--- config.mk ---
export PLATFORM = sky130hd
export DESIGN_NAME = seq_divider
export DESIGN_NICKNAME = d
export VERILOG_FILES = /design/src/rtl/seq_divider.sv
export SDC_FILE = /design/constraint.sdc
export NUM_CORES = 1
export LEC_CHECK = 0
export CORE_MARGIN = 2
export CORE_UTILIZATION = 30
export DETAILED_ROUTE_END_ITERATION = 7
export PLACE_DENSITY_LB_ADDON = 0.2
export SLEW_MARGIN = 20
export SYNTH_ARGS = -nofsm -noshare
export SYNTH_HDL_FRONTEND = slang
export SYNTH_SLANG_ARGS = --single-unit
--- constraint.sdc ---
create_clock -name clk -period 2.4 [get_ports clk]
set_input_delay 0.6 -clock clk [delete_from_list [all_inputs] [get_ports clk]]
set_output_delay 0.6 -clock clk [all_outputs]
set_load 0.01 [all_outputs]
--- src/rtl/seq_divider.sv ---
// rtl/seq_divider.sv - multi-cycle unsigned restoring divider, 2N/N -> 2N quotient, N remainder
module seq_divider #(
    parameter int N = 10
) (
    input  logic           clk,
    input  logic           rst_n,
    input  logic           in_valid,
    output logic           in_ready,
    input  logic [2*N-1:0] dividend,
    input  logic [N-1:0]   divisor,
    output logic           out_valid,
    input  logic           out_ready,
    output logic [2*N-1:0] quotient,
    output logic [N-1:0]   remainder,
    output logic           div_by_zero
);

    localparam int CW = $clog2(2*N+1);

    typedef enum logic [1:0] {
        IDLE,
        RUN,
        DONE
    } state_t;

    state_t         state;
    state_t         state_next;

    logic [2*N-1:0] dividend_sr;
    logic [2*N-1:0] quotient_sr;
    logic [N-1:0]   divisor_r;
    logic [N:0]     partial;
    logic [CW-1:0]  count;

    logic           accept;
    logic           divisor_zero;
    logic [N+1:0]   shifted;
    logic [N+1:0]   trial;
    logic           trial_ok;
    logic [N:0]     partial_next;
    logic [2*N-1:0] quotient_next;
    logic [CW-1:0]  count_next;

    assign in_ready     = (state == IDLE);
    assign out_valid    = (state == DONE);
    assign accept       = in_valid & in_ready;
    assign divisor_zero = (divisor == '0);

    // One restoring step; the extra top bit of trial is the borrow/sign.
    always_comb begin
        shifted       = {partial, dividend_sr[2*N-1]};
        trial         = shifted - {2'b00, divisor_r};
        trial_ok      = ~trial[N+1];
        partial_next  = trial_ok ? trial[N:0] : shifted[N:0];
        quotient_next = {quotient_sr[2*N-2:0], trial_ok};
        count_next    = count - CW'(1);
    end

    always_comb begin
        state_next = state;
        case (state)
            IDLE: begin
                if (accept) begin
                    state_next = divisor_zero ? DONE : RUN;
                end
            end
            RUN: begin
                if (count_next == '0) begin
                    state_next = DONE;
                end
            end
            DONE: begin
                if (out_ready) begin
                    state_next = IDLE;
                end
            end
            default: state_next = IDLE;
        endcase
    end

    always_ff @(posedge clk) begin
        if (!rst_n) begin
            state <= IDLE;
        end else begin
            state <= state_next;
        end
    end

    always_ff @(posedge clk) begin
        if (!rst_n) begin
            dividend_sr <= '0;
            quotient_sr <= '0;
            divisor_r   <= '0;
            partial     <= '0;
            count       <= '0;
            quotient    <= '0;
            remainder   <= '0;
            div_by_zero <= 1'b0;
        end else begin
            case (state)
                IDLE: begin
                    if (accept) begin
                        dividend_sr <= dividend;
                        divisor_r   <= divisor;
                        partial     <= '0;
                        quotient_sr <= '0;
                        count       <= CW'(2*N);
                        if (divisor_zero) begin
                            quotient    <= '1;
                            remainder   <= dividend[N-1:0];
                            div_by_zero <= 1'b1;
                        end else begin
                            div_by_zero <= 1'b0;
                        end
                    end
                end
                RUN: begin
                    dividend_sr <= {dividend_sr[2*N-2:0], 1'b0};
                    partial     <= partial_next;
                    quotient_sr <= quotient_next;
                    count       <= count_next;
                    // Final step: publish straight from the next-state values.
                    if (count_next == '0) begin
                        quotient  <= quotient_next;
                        remainder <= partial_next[N-1:0];
                    end
                end
                default: begin
                end
            endcase
        end
    end

endmodule

==> impl_metrics.json, run 1 <==
{
  "num-fill-cells": 1505,
  "h-tree-depth": 3,
  "io_buffers": 66,
  "power.leakage_nw": 2.23,
  "syn_avg_cell_area_sq_um": 8.05,
  "synthAdderAreaFrac_pct": 3.81,
  "ys_async_sr_fraction_pct": 0,
  "cts_hold_buf": 0,
  "status": "finished, violations left",
  "period_needed_ns": 2.49,
  "crit_slowest_cell": "a211oi_2",
  "drv_cap": 0,
  "first_global_vias": 4174,
  "grt_use_met1_pct": 19.9,
  "cp_top_family": "compound AO/OA/AOI/OAI gates",
  "r2r_cells": 10,
  "cellPowerDensity_nw_per_um2": 1080,
  "wl_per_cell_um": 15.3,
  "gp_congestion": 0.844,
  "synth_nets": 602,
  "vias": 4232,
  "fin_ws_ns": -0.0928,
  "dp_hpwl_um": 9100,
  "grt_use_total_pct": 16.4,
  "required_ns": 2.65,
  "muxShareOfSynthArea_pct": 1.60,
  "startpoint_type": "register",
  "synth_enable_flop_cells": 0,
  "drt-initial-drc-count": 287,
  "final_common_cell": "dfxtp_1",
  "crit_arrival_ns": 2.75,
  "busiest_layer": "met2",
  "viasPerCell": 5.07,
  "cts_root_buf": "clkbuf_16",
  "worstPathMaxFanout": 8,
  "layout.nets": 693,
  "worstPathCellList": "inv_2, ha_4, a21o_1, a211oi_2, a21oi_4, or3_4, and2_4, buf_6, and3b_1, a31o_2",
  "diodes": 0,
  "max_slew.worst_pin.slew_ns": 0.407,
  "drv_slew": 0,
  "netlist_area_sq_um": 4470,
  "synth-simple-area-share_pct": 24.0,
  "grt_start_max_net_pins": 56,
  "coreArea_sq_um": 14500,
  "fin_area_sq_um": 6070,
  "synth_cells": 555,
  "grt_antenna_before_repair": 0,
  "critPathBufInv": 2,
  "violations": "negative setup slack",
  "drc": 0,
  "area.growth.synth_to_final_pct": 35.9,
  "rr_endpoint": "remainder[9]$_SDFFE_PN0P_",
  "rows": 44,
  "cpPeakStageDelay_ns": 0.39,
  "final_cell_mix": "dfxtp_1, nand2_1, clkdlybuf4s50_1",
  "grtUsageMet2_pct": 28.4,
  "start_util_pct": 30.7,
  "hold_end": "dividend_sr[14]$_SDFFE_PN0P_",
  "io_pins": 67,
  "ir_drop_v": 0.000798,
  "hold_viol": 0,
  "dieWidth_um": 126,
  "tritoncts": "done",
  "critPathKind": "register to register",
  "rsz0062_at_grt": "yes",
  "r2r_setup_slack_ns": -0.09,
  "synth-main-ff-cell": "dfxtp_1",
  "routed_wl_um": 12800,
  "layout-drive-gt1-share_pct": 16.0,
  "post_dp_cell_area_sq_um": 5610,
  "die_area_sq_um": 15900,
  "finalSetupViolCount": 9,
  "whs_path_depth": 2,
  "yosysUniqueCellTypes": 57,
  "hp-class": "register to register",
  "fin_crit_sh_pct": 104,
  "fmax_mhz": 401,
  "end_kind": "register",
  "cts_sinks": 98,
  "clock_tree.buffer_depth": 2,
  "grt_pass1_wl_um": 20900,
  "drt-pass1-iter-count": 5,
  "ys_ff_latch": 98,
  "gr-usage-met3_pct": 5.01,
  "grt_overflow_total": 0,
  "yosysSeqAreaShare_pct": 43.9,
  "clock_latency_ns": 0.36,
  "clkSlewWorstSetupHoldPaths_ns": 0.07,
  "slew-limit-headroom_pct": 72.8,
  "hold_start": "dividend_sr[14]$_SDFFE_PN0P_",
  "cts_buffers": 9,
  "yosys.area_share.xor_xnor_pct": 1.76,
  "ant_nets": 0,
  "final_util_pct": 41.8,
  "synth_top_family_by_area": "simple AND/OR/NAND/NOR gates",
  "die_h_um": 126,
  "fin_skew_ns": 0.00670,
  "hold_ws_ns": 0.453,
  "r2r_start": "divisor_r[4]$_SDFFE_PN0P_",
  "yosysWarnings": 0,
  "post-place-ws_ns": -0.134,
  "synth_compound_area_share_pct": 19.4
}
[worst min-delay path: cells and delay by family (launching register included)]
family,cells,cell delay [ns]
AO/OA/AOI/OAI,1,0.05
flip-flops,1,0.31
AND/OR/NAND/NOR,1,0.05
[repair_timing]
item,CTS,global route
endpoints found under the setup margin,10,19
cloned,0,0
pin swaps,2,6
gates resized for setup,3,28
buffers inserted,2,2
[registers in the layout (all words and copies together) (netlist names)]
name / flops
count: 5
div_by_zero: 1
dividend_sr: 20
divisor_r: 10
partial: 11
quotient: 20
quotient_sr: 19
remainder: 10
state: 2
[metal layers]
layer | part of all wire, % | vias up
met4 | 1.3 | 0
met2 | 50 | 77
met5 | 0 | -
met3 | 4.3 | 15
li1 | - | 2132
met1 | 44 | 2008
[power breakdown]
part	internal [mW]	total, mW	switching, mW
combinational	1.68	3.24	1.57
clock	0.791	1.43	0.639
sequential	1.75	1.87	0.124
total	4.22	6.55	2.33
[logic make-up (layout without fill, tap and decap cells)]
logic type / count (synthesis) / in the layout
xor gates and xnor gates: 9 / 9
adders and majority gates: 13 / 13
buffers and inverters: 60 / 156
muxes: 7 / 7
and+or+nand+nor: 232 / 232
DFF: 98 / 98
AOI/OAI and AO/OA: 136 / 136
[cell type report]
cell class              count  area (sq um)  area share, %
multi-input cells         397          2410           39.6
flip-flops and latches     98          1970           32.4
repair buffers            121          1110           18.2
clock buffers              13           270           4.45
well taps                 184           230           3.79
inverters                  19          71.3           1.17
clock inverters             3          22.5          0.371
[cells in the mapped netlist, drive strengths merged (4+ instances only)]
| master | count | area share (%) |
|---|---|---|
| nand2 | 80 | 6.7 |
| o221ai | 6 | 1.2 |
| nand3 | 40 | 4.5 |
| o211ai | 4 | 0.67 |
| mux2i | 6 | 1.3 |
| or2 | 4 | 0.56 |
| a21oi | 59 | 6.7 |
| xnor2 | 6 | 1.2 |
| dfxtp | 98 | 44 |
| buf | 8 | 1.1 |
| nor2 | 40 | 3.4 |
| clkbuf | 33 | 2.8 |
| o21ai | 22 | 2.5 |
| nor2b | 4 | 0.56 |
| a22oi | 20 | 3.4 |
| nor3 | 39 | 4.4 |
| inv | 18 | 1.5 |
| ha | 12 | 3.4 |
| nand2b | 6 | 0.84 |
| nand4 | 4 | 0.56 |
[metrics by stage]
| stage | std cells | total power [mW] | TNS (ns) |
|---|---|---|---|
| after floorplan | 555 | 3.68 | 0 |
| final | 835 | 6.55 | -0.326 |
| after CTS | 833 | 6.09 | 0 |
| after detailed placement | 815 | 4.54 | -0.650 |
| after global placement | 815 | 4.50 | -0.196 |
| after global routing | 835 | 6.94 | -1.67 |
[worst max path at each step]
stage	from	end	depth (start not counted)
after floorplan	divisor_r[4]$_SDFFE_PN0P_	quotient[0]$_SDFFE_PN0P_	10
after global placement	divisor[9]	remainder[9]$_SDFFE_PN0P_	8
after detailed placement	divisor[9]	remainder[9]$_SDFFE_PN0P_	8
after CTS	divisor_r[4]$_SDFFE_PN0P_	quotient[0]$_SDFFE_PN0P_	10
after global routing	divisor_r[4]$_SDFFE_PN0P_	remainder[9]$_SDFFE_PN0P_	10
final	divisor_r[4]$_SDFFE_PN0P_	remainder[9]$_SDFFE_PN0P_	10
No activity file was read; power rests on OpenSTA's default activity.
==> run 2, diff against run 1 <==
--- a/config.mk
+++ b/config.mk
@@ -8,7 +8,8 @@
 export CORE_MARGIN = 2
 export CORE_UTILIZATION = 30
 export DETAILED_ROUTE_END_ITERATION = 7
-export PLACE_DENSITY_LB_ADDON = 0.2
+export MAX_ROUTING_LAYER = met4
+export PLACE_DENSITY_LB_ADDON = 0.08
 export SLEW_MARGIN = 20
 export SYNTH_ARGS = -nofsm -noshare
 export SYNTH_HDL_FRONTEND = slang
==> run 2 against run 1 <==
Against the previous run:
- the run now ends clean
- clock power up 17%
- clock skew about the same
- final cell count down 0.60%
- die area did not move
- sequential cell count unchanged
- clock-buffer cell count down 3
- core utilization is 0.27 points lower
- wire length fell by 0.71%
==> impl_metrics.json, run 2 (synthesis results as in run 1) <==
{
  "status": "complete, no violations",
  "layout.nets": 688,
  "start_util_pct": 30.7,
  "die_area_sq_um": 15900,
  "crit_slowest_cell": "or3_4",
  "reg_top3": "dividend_sr (20), quotient (20), quotient_sr (19)",
  "hold_ws_ns": 0.454,
  "clock_tree.buffer_depth": 2,
  "cts_buffers": 9,
  "hp-class": "register to register",
  "fin_skew_ns": 0.00629,
  "grt_use_total_pct": 16.6,
  "post_dp_cell_area_sq_um": 5580,
  "coreArea_sq_um": 14500,
  "drt-pass1-iter-count": 5,
  "cellPowerDensity_nw_per_um2": 1070,
  "fin_ws_ns": 0.0548,
  "clkSlewWorstSetupHoldPaths_ns": 0.07,
  "drc": 0,
  "required_ns": 2.64,
  "grt_antenna_before_repair": 0,
  "dp_hpwl_um": 8990,
  "drv_cap": 0,
  "drv_slew": 0,
  "cpPeakStageDelay_ns": 0.34,
  "rsz0062_at_grt": "yes",
  "worstPathCellList": "inv_1, ha_1, or2_4, o2111ai_4, a21oi_2, or3_4, and2_4, buf_6, and3b_2, a31o_2",
  "vias": 4215,
  "fmax_mhz": 426,
  "cts_sinks": 98,
  "end_kind": "register",
  "fin_setup_tns_ns": 0,
  "cts_root_buf": "clkbuf_16",
  "fin_crit_sh_pct": 97.7,
  "die_h_um": 126,
  "crit_arrival_ns": 2.58,
  "ir_drop_v": 0.000471,
  "io_pins": 67,
  "tritoncts": "done",
  "grt_start_max_net_pins": 78,
  "dieWidth_um": 126,
  "period_needed_ns": 2.35,
  "cts_hold_buf": 0,
  "grt_pass1_wl_um": 20600,
  "placedCellCount": 813,
  "layout-drive-gt1-share_pct": 14.9,
  "slew-limit-headroom_pct": 72.1,
  "post-place-ws_ns": -0.132,
  "hold_viol": 0,
  "gp_congestion": 0.849,
  "final_cell_mix": "dfxtp_1, nand2_1, clkdlybuf4s50_1",
  "h-tree-depth": 3,
  "routed_wl_um": 12700,
  "drt-initial-drc-count": 234,
  "ant_nets": 0,
  "io_buffers": 66,
  "diodes": 0,
  "fin_area_sq_um": 6030,
  "wl_per_cell_um": 15.3,
  "startpoint_type": "register",
  "critPathKind": "register to register",
  "area.growth.synth_to_final_pct": 35.1,
  "finalSetupViolCount": 0,
  "grt_overflow_total": 0,
  "rows": 44,
  "layoutNonFillerInstCount": 830,
  "max_slew.worst_pin.slew_ns": 0.417,
  "final_common_cell": "dfxtp_1",
  "viasPerCell": 5.08,
  "first_global_vias": 4013,
  "power.leakage_nw": 2.23,
  "clock_latency_ns": 0.34,
  "worstPathMaxFanout": 10
}
==> run 2: changes by cell type in the layout (fill, tap and decap cells not counted), moves of 2 or more <==
cell,change
or2_4,+2
buf_4,-3
clkinv_4,-2
clkbuf_8,-3
mux2i_4,-3
inv_6,+2
bufinv_16,+3
mux2i_1,+5
mux2i_2,-2
nor2b_4,+2
nor2b_2,-2
==> run 2: worst paths after layout <==
| path | from | to | slack, ns | cells after the start |
|---|---|---|---|---|
| max | divisor_r[2]$_SDFFE_PN0P_ | remainder[9]$_SDFFE_PN0P_ | 0.05 | 10 |
| min | dividend_sr[14]$_SDFFE_PN0P_ | dividend_sr[14]$_SDFFE_PN0P_ | 0.45 | 2 |
| max reg2reg | divisor_r[2]$_SDFFE_PN0P_ | remainder[9]$_SDFFE_PN0P_ | 0.05 | 10 |
| min reg2reg | dividend_sr[14]$_SDFFE_PN0P_ | dividend_sr[14]$_SDFFE_PN0P_ | 0.45 | 2 |
==> run 2: layout make-up <==
| type | instances | area, sq um |
|---|---|---|
| tap | 184 | 230 |
| sequential | 98 | 1970 |
| timing repair buffer | 116 | 1050 |
| inverter | 19 | 71.3 |
| clock buffer | 10 | 229 |
| multi-input combinational | 397 | 2370 |
| fill | 1533 | 8500 |
| clock inverter | 6 | 113 |
==> run 2: timing repair <==
action / 4_1_cts / 5_1_grt
resized for setup: 3 / 22
pin swaps: 1 / 8
buffers inserted: 0 / 1
setup endpoints to repair: 11 / 19
==> run 2: power breakdown <==
group	internal (mW)	switching [mW]	leakage (nW)	total (mW)
registers	1.75	0.115	0.798	1.86
clock network	1.03	0.646	0.167	1.67
logic	1.47	1.44	1.27	2.91
total	4.25	2.20	2.23	6.45
==> run 2: per-layer routing <==
layer  global-route usage, %  vias to the layer above  wire length, um  share of wire (%)
li1                        -                     2119                -                  -
met1                    20.2                     2011             5800                 46
met2                    28.0                       81             6470                 51
met3                    3.44                        4              356                2.8
met4                    4.27                        0               79               0.62
met5                       -                        -                0                  0
==> run 2: critical path, delay by kind of cell (launching register included) <==
kind                     cells  cell delay [ns]
buffers and inverters        2             0.18
adder cells (fa/ha/maj)      1             0.21
flip-flops                   1             0.32
AND/OR/NAND/NOR              4             0.98
AO/OA/AOI/OAI                3             0.55
==> run 2: metrics by stage <==
step                      util, %  total power, mW
after CTS                    40.8             6.30
after floorplan                 -             3.68
after global routing         41.5             6.88
after global placement       38.4             4.49
final                        41.5             6.45
after detailed placement     38.4             4.52
==> run 3, diff against run 2 <==
--- a/config.mk
+++ b/config.mk
@@ -10,6 +10,7 @@
 export DETAILED_ROUTE_END_ITERATION = 7
 export MAX_ROUTING_LAYER = met4
 export PLACE_DENSITY_LB_ADDON = 0.08
+export REMOVE_ABC_BUFFERS = 1
 export SLEW_MARGIN = 20
 export SYNTH_ARGS = -nofsm -noshare
 export SYNTH_HDL_FRONTEND = slang
==> run 3 against run 2 <==
Against the previous run:
- clock skew increased by 0.0018 ns
- design area rose by 1.2%
- critical endpoint unchanged
- highest routed layer unchanged
- sequential power about the same
==> impl_metrics.json, run 3 (synthesis results as in run 1) <==
{
  "gp_congestion": 0.829,
  "dieWidth_um": 126,
  "ant_nets": 0,
  "power.leakage_nw": 2.23,
  "final_util_pct": 42.0,
  "diodes": 0,
  "critPathBufInv": 2,
  "die_h_um": 126,
  "grt_overflow_total": 0,
  "cpPeakStageDelay_ns": 0.34,
  "seqPwrFrac_pct": 27.7,
  "swShare_pct": 34.3,
  "cts_sinks": 98,
  "cp_top_family": "compound AO/OA/AOI/OAI gates",
  "drv_cap": 0,
  "coreArea_sq_um": 14500,
  "max_slew.worst_pin.slew_ns": 0.587,
  "cts_buffers": 9,
  "grt_use_total_pct": 16.6,
  "worstPathCellList": "inv_2, ha_4, a21o_1, a211oi_4, a21oi_4, or3_4, and2_4, buf_8, and3b_2, a31o_2",
  "fin_setup_tns_ns": 0,
  "cellPowerDensity_nw_per_um2": 1110,
  "finalSetupViolCount": 0,
  "start_util_pct": 30.7,
  "clock_latency_ns": 0.35,
  "drv_slew": 0,
  "crit_arrival_ns": 2.62,
  "fmax_mhz": 421,
  "grt_antenna_before_repair": 0,
  "hp-class": "register to register",
  "tritoncts": "done",
  "clkSlewWorstSetupHoldPaths_ns": 0.07,
  "h-tree-depth": 3,
  "critPathKind": "register to register",
  "hold_viol": 0,
  "required_ns": 2.64,
  "p_switching_mw": 2.32,
  "rsz0062_at_grt": "yes",
  "cts_root_buf": "clkbuf_16",
  "fin_crit_sh_pct": 99.0,
  "final_common_cell": "dfxtp_1",
  "crit_slowest_cell": "dfxtp_2",
  "startpoint_type": "register",
  "post-place-ws_ns": -0.257,
  "area.growth.synth_to_final_pct": 36.6,
  "io_pins": 67,
  "end_kind": "register",
  "pwr-share-comb_pct": 47.2,
  "io_buffers": 66,
  "vias": 4149,
  "drt-pass1-iter-count": 5,
  "period_needed_ns": 2.38,
  "die_area_sq_um": 15900,
  "grt_pass1_wl_um": 20500,
  "fin_skew_ns": 0.00813,
  "grt_start_max_net_pins": 78,
  "first_global_vias": 3933,
  "reg_top3": "dividend_sr (20), quotient (20), quotient_sr (19)",
  "worstPathMaxFanout": 6,
  "fin_ws_ns": 0.0246,
  "final_cell_mix": "dfxtp_1, nand2_1, clkdlybuf4s50_1",
  "routed_wl_um": 12800,
  "clock_tree.buffer_depth": 2,
  "status": "complete, no violations",
  "layout-drive-gt1-share_pct": 16.6,
  "drc": 0,
  "drt-initial-drc-count": 289,
  "viasPerCell": 5.01,
  "rows": 44,
  "cts_hold_buf": 0,
  "layout.nets": 686,
  "p_int_mw": 4.45,
  "num-fill-cells": 1490,
  "ir_drop_v": 0.000528,
  "wl_per_cell_um": 15.5,
  "dp_hpwl_um": 9200,
  "power.share.clock_pct": 25.0,
  "slew-limit-headroom_pct": 60.9
}
==> run 3: changes by cell type in the layout (fill, tap and decap cells not counted), sizes merged <==
| cell | previous run | this run |
|---|---|---|
| inv | 21 | 20 |
| buf | 50 | 48 |
| clkinv | 1 | 2 |
==> run 3: worst paths after layout <==
| kind | from | to | slack [ns] | cells after the start |
|---|---|---|---|---|
| max reg2reg | divisor_r[4]$_SDFFE_PN0P_ | remainder[9]$_SDFFE_PN0P_ | 0.02 | 10 |
| max | divisor_r[4]$_SDFFE_PN0P_ | remainder[9]$_SDFFE_PN0P_ | 0.02 | 10 |
| min reg2reg | dividend_sr[14]$_SDFFE_PN0P_ | dividend_sr[14]$_SDFFE_PN0P_ | 0.45 | 2 |
| min | dividend_sr[14]$_SDFFE_PN0P_ | dividend_sr[14]$_SDFFE_PN0P_ | 0.45 | 2 |
==> run 3: metrics by stage <==
| step | std cells | hold WS, ns | total power, mW | instance area [sq um] |
|---|---|---|---|---|
| 2_1_floorplan | 514 | 0.436 | 3.47 | 4290 |
| 3_3_place_gp | 808 | 0.441 | 4.48 | 5550 |
| 3_5_place_dp | 808 | 0.448 | 4.51 | 5550 |
| 4_1_cts | 824 | 0.457 | 6.35 | 5930 |
| 5_1_grt | 828 | 0.479 | 7.21 | 6100 |
| 6_report | 828 | 0.454 | 6.77 | 6100 |
==> run 3: routing by layer <==
metal / vias to the layer above / track usage, % / share of wire [%] / routed length, um
met5: - / - / 0 / 0
met4: 0 / 6.46 / 1.8 / 234
met3: 14 / 3.02 / 2.3 / 294
met2: 51 / 26.6 / 49 / 6320
met1: 1968 / 20.9 / 47 / 5960
li1: 2116 / - / - / -
==> run 3: repair_timing <==
item | 4_1_cts | 5_1_grt
buffers inserted | 0 | 4
gates resized for setup | 11 | 30
setup endpoints to repair | 14 | 18
pin swaps | 5 | 7
==> run 3: cell type report <==
type / count / area (sq um) / share of cell area, %
Clock inverter: 6 / 113 / 1.84
Tap cell: 184 / 230 / 3.77
Timing Repair Buffer: 114 / 1050 / 17.2
Clock buffer: 10 / 239 / 3.91
Inverter: 19 / 71.3 / 1.17
Sequential cell: 98 / 1970 / 32.3
Multi-Input combinational cell: 397 / 2430 / 39.8
==> run 3: power groups by stage <==
stage | sequential (mW) | clock [mW] | combinational [mW]
finish | 1.88 | 1.70 | 3.20
global route | 1.90 | 1.81 | 3.50
CTS | 1.86 | 1.74 | 2.74
detailed placement | 1.90 | 0 | 2.61
global placement | 1.90 | 0 | 2.58
floorplan | 1.87 | 0 | 1.60
==> run 3: worst min-delay path: cells and delay by family (launching register included) <==
kind | cells | cell delay, ns
flip-flops | 1 | 0.31
AND/OR/NAND/NOR | 1 | 0.05
AO/OA/AOI/OAI | 1 | 0.05
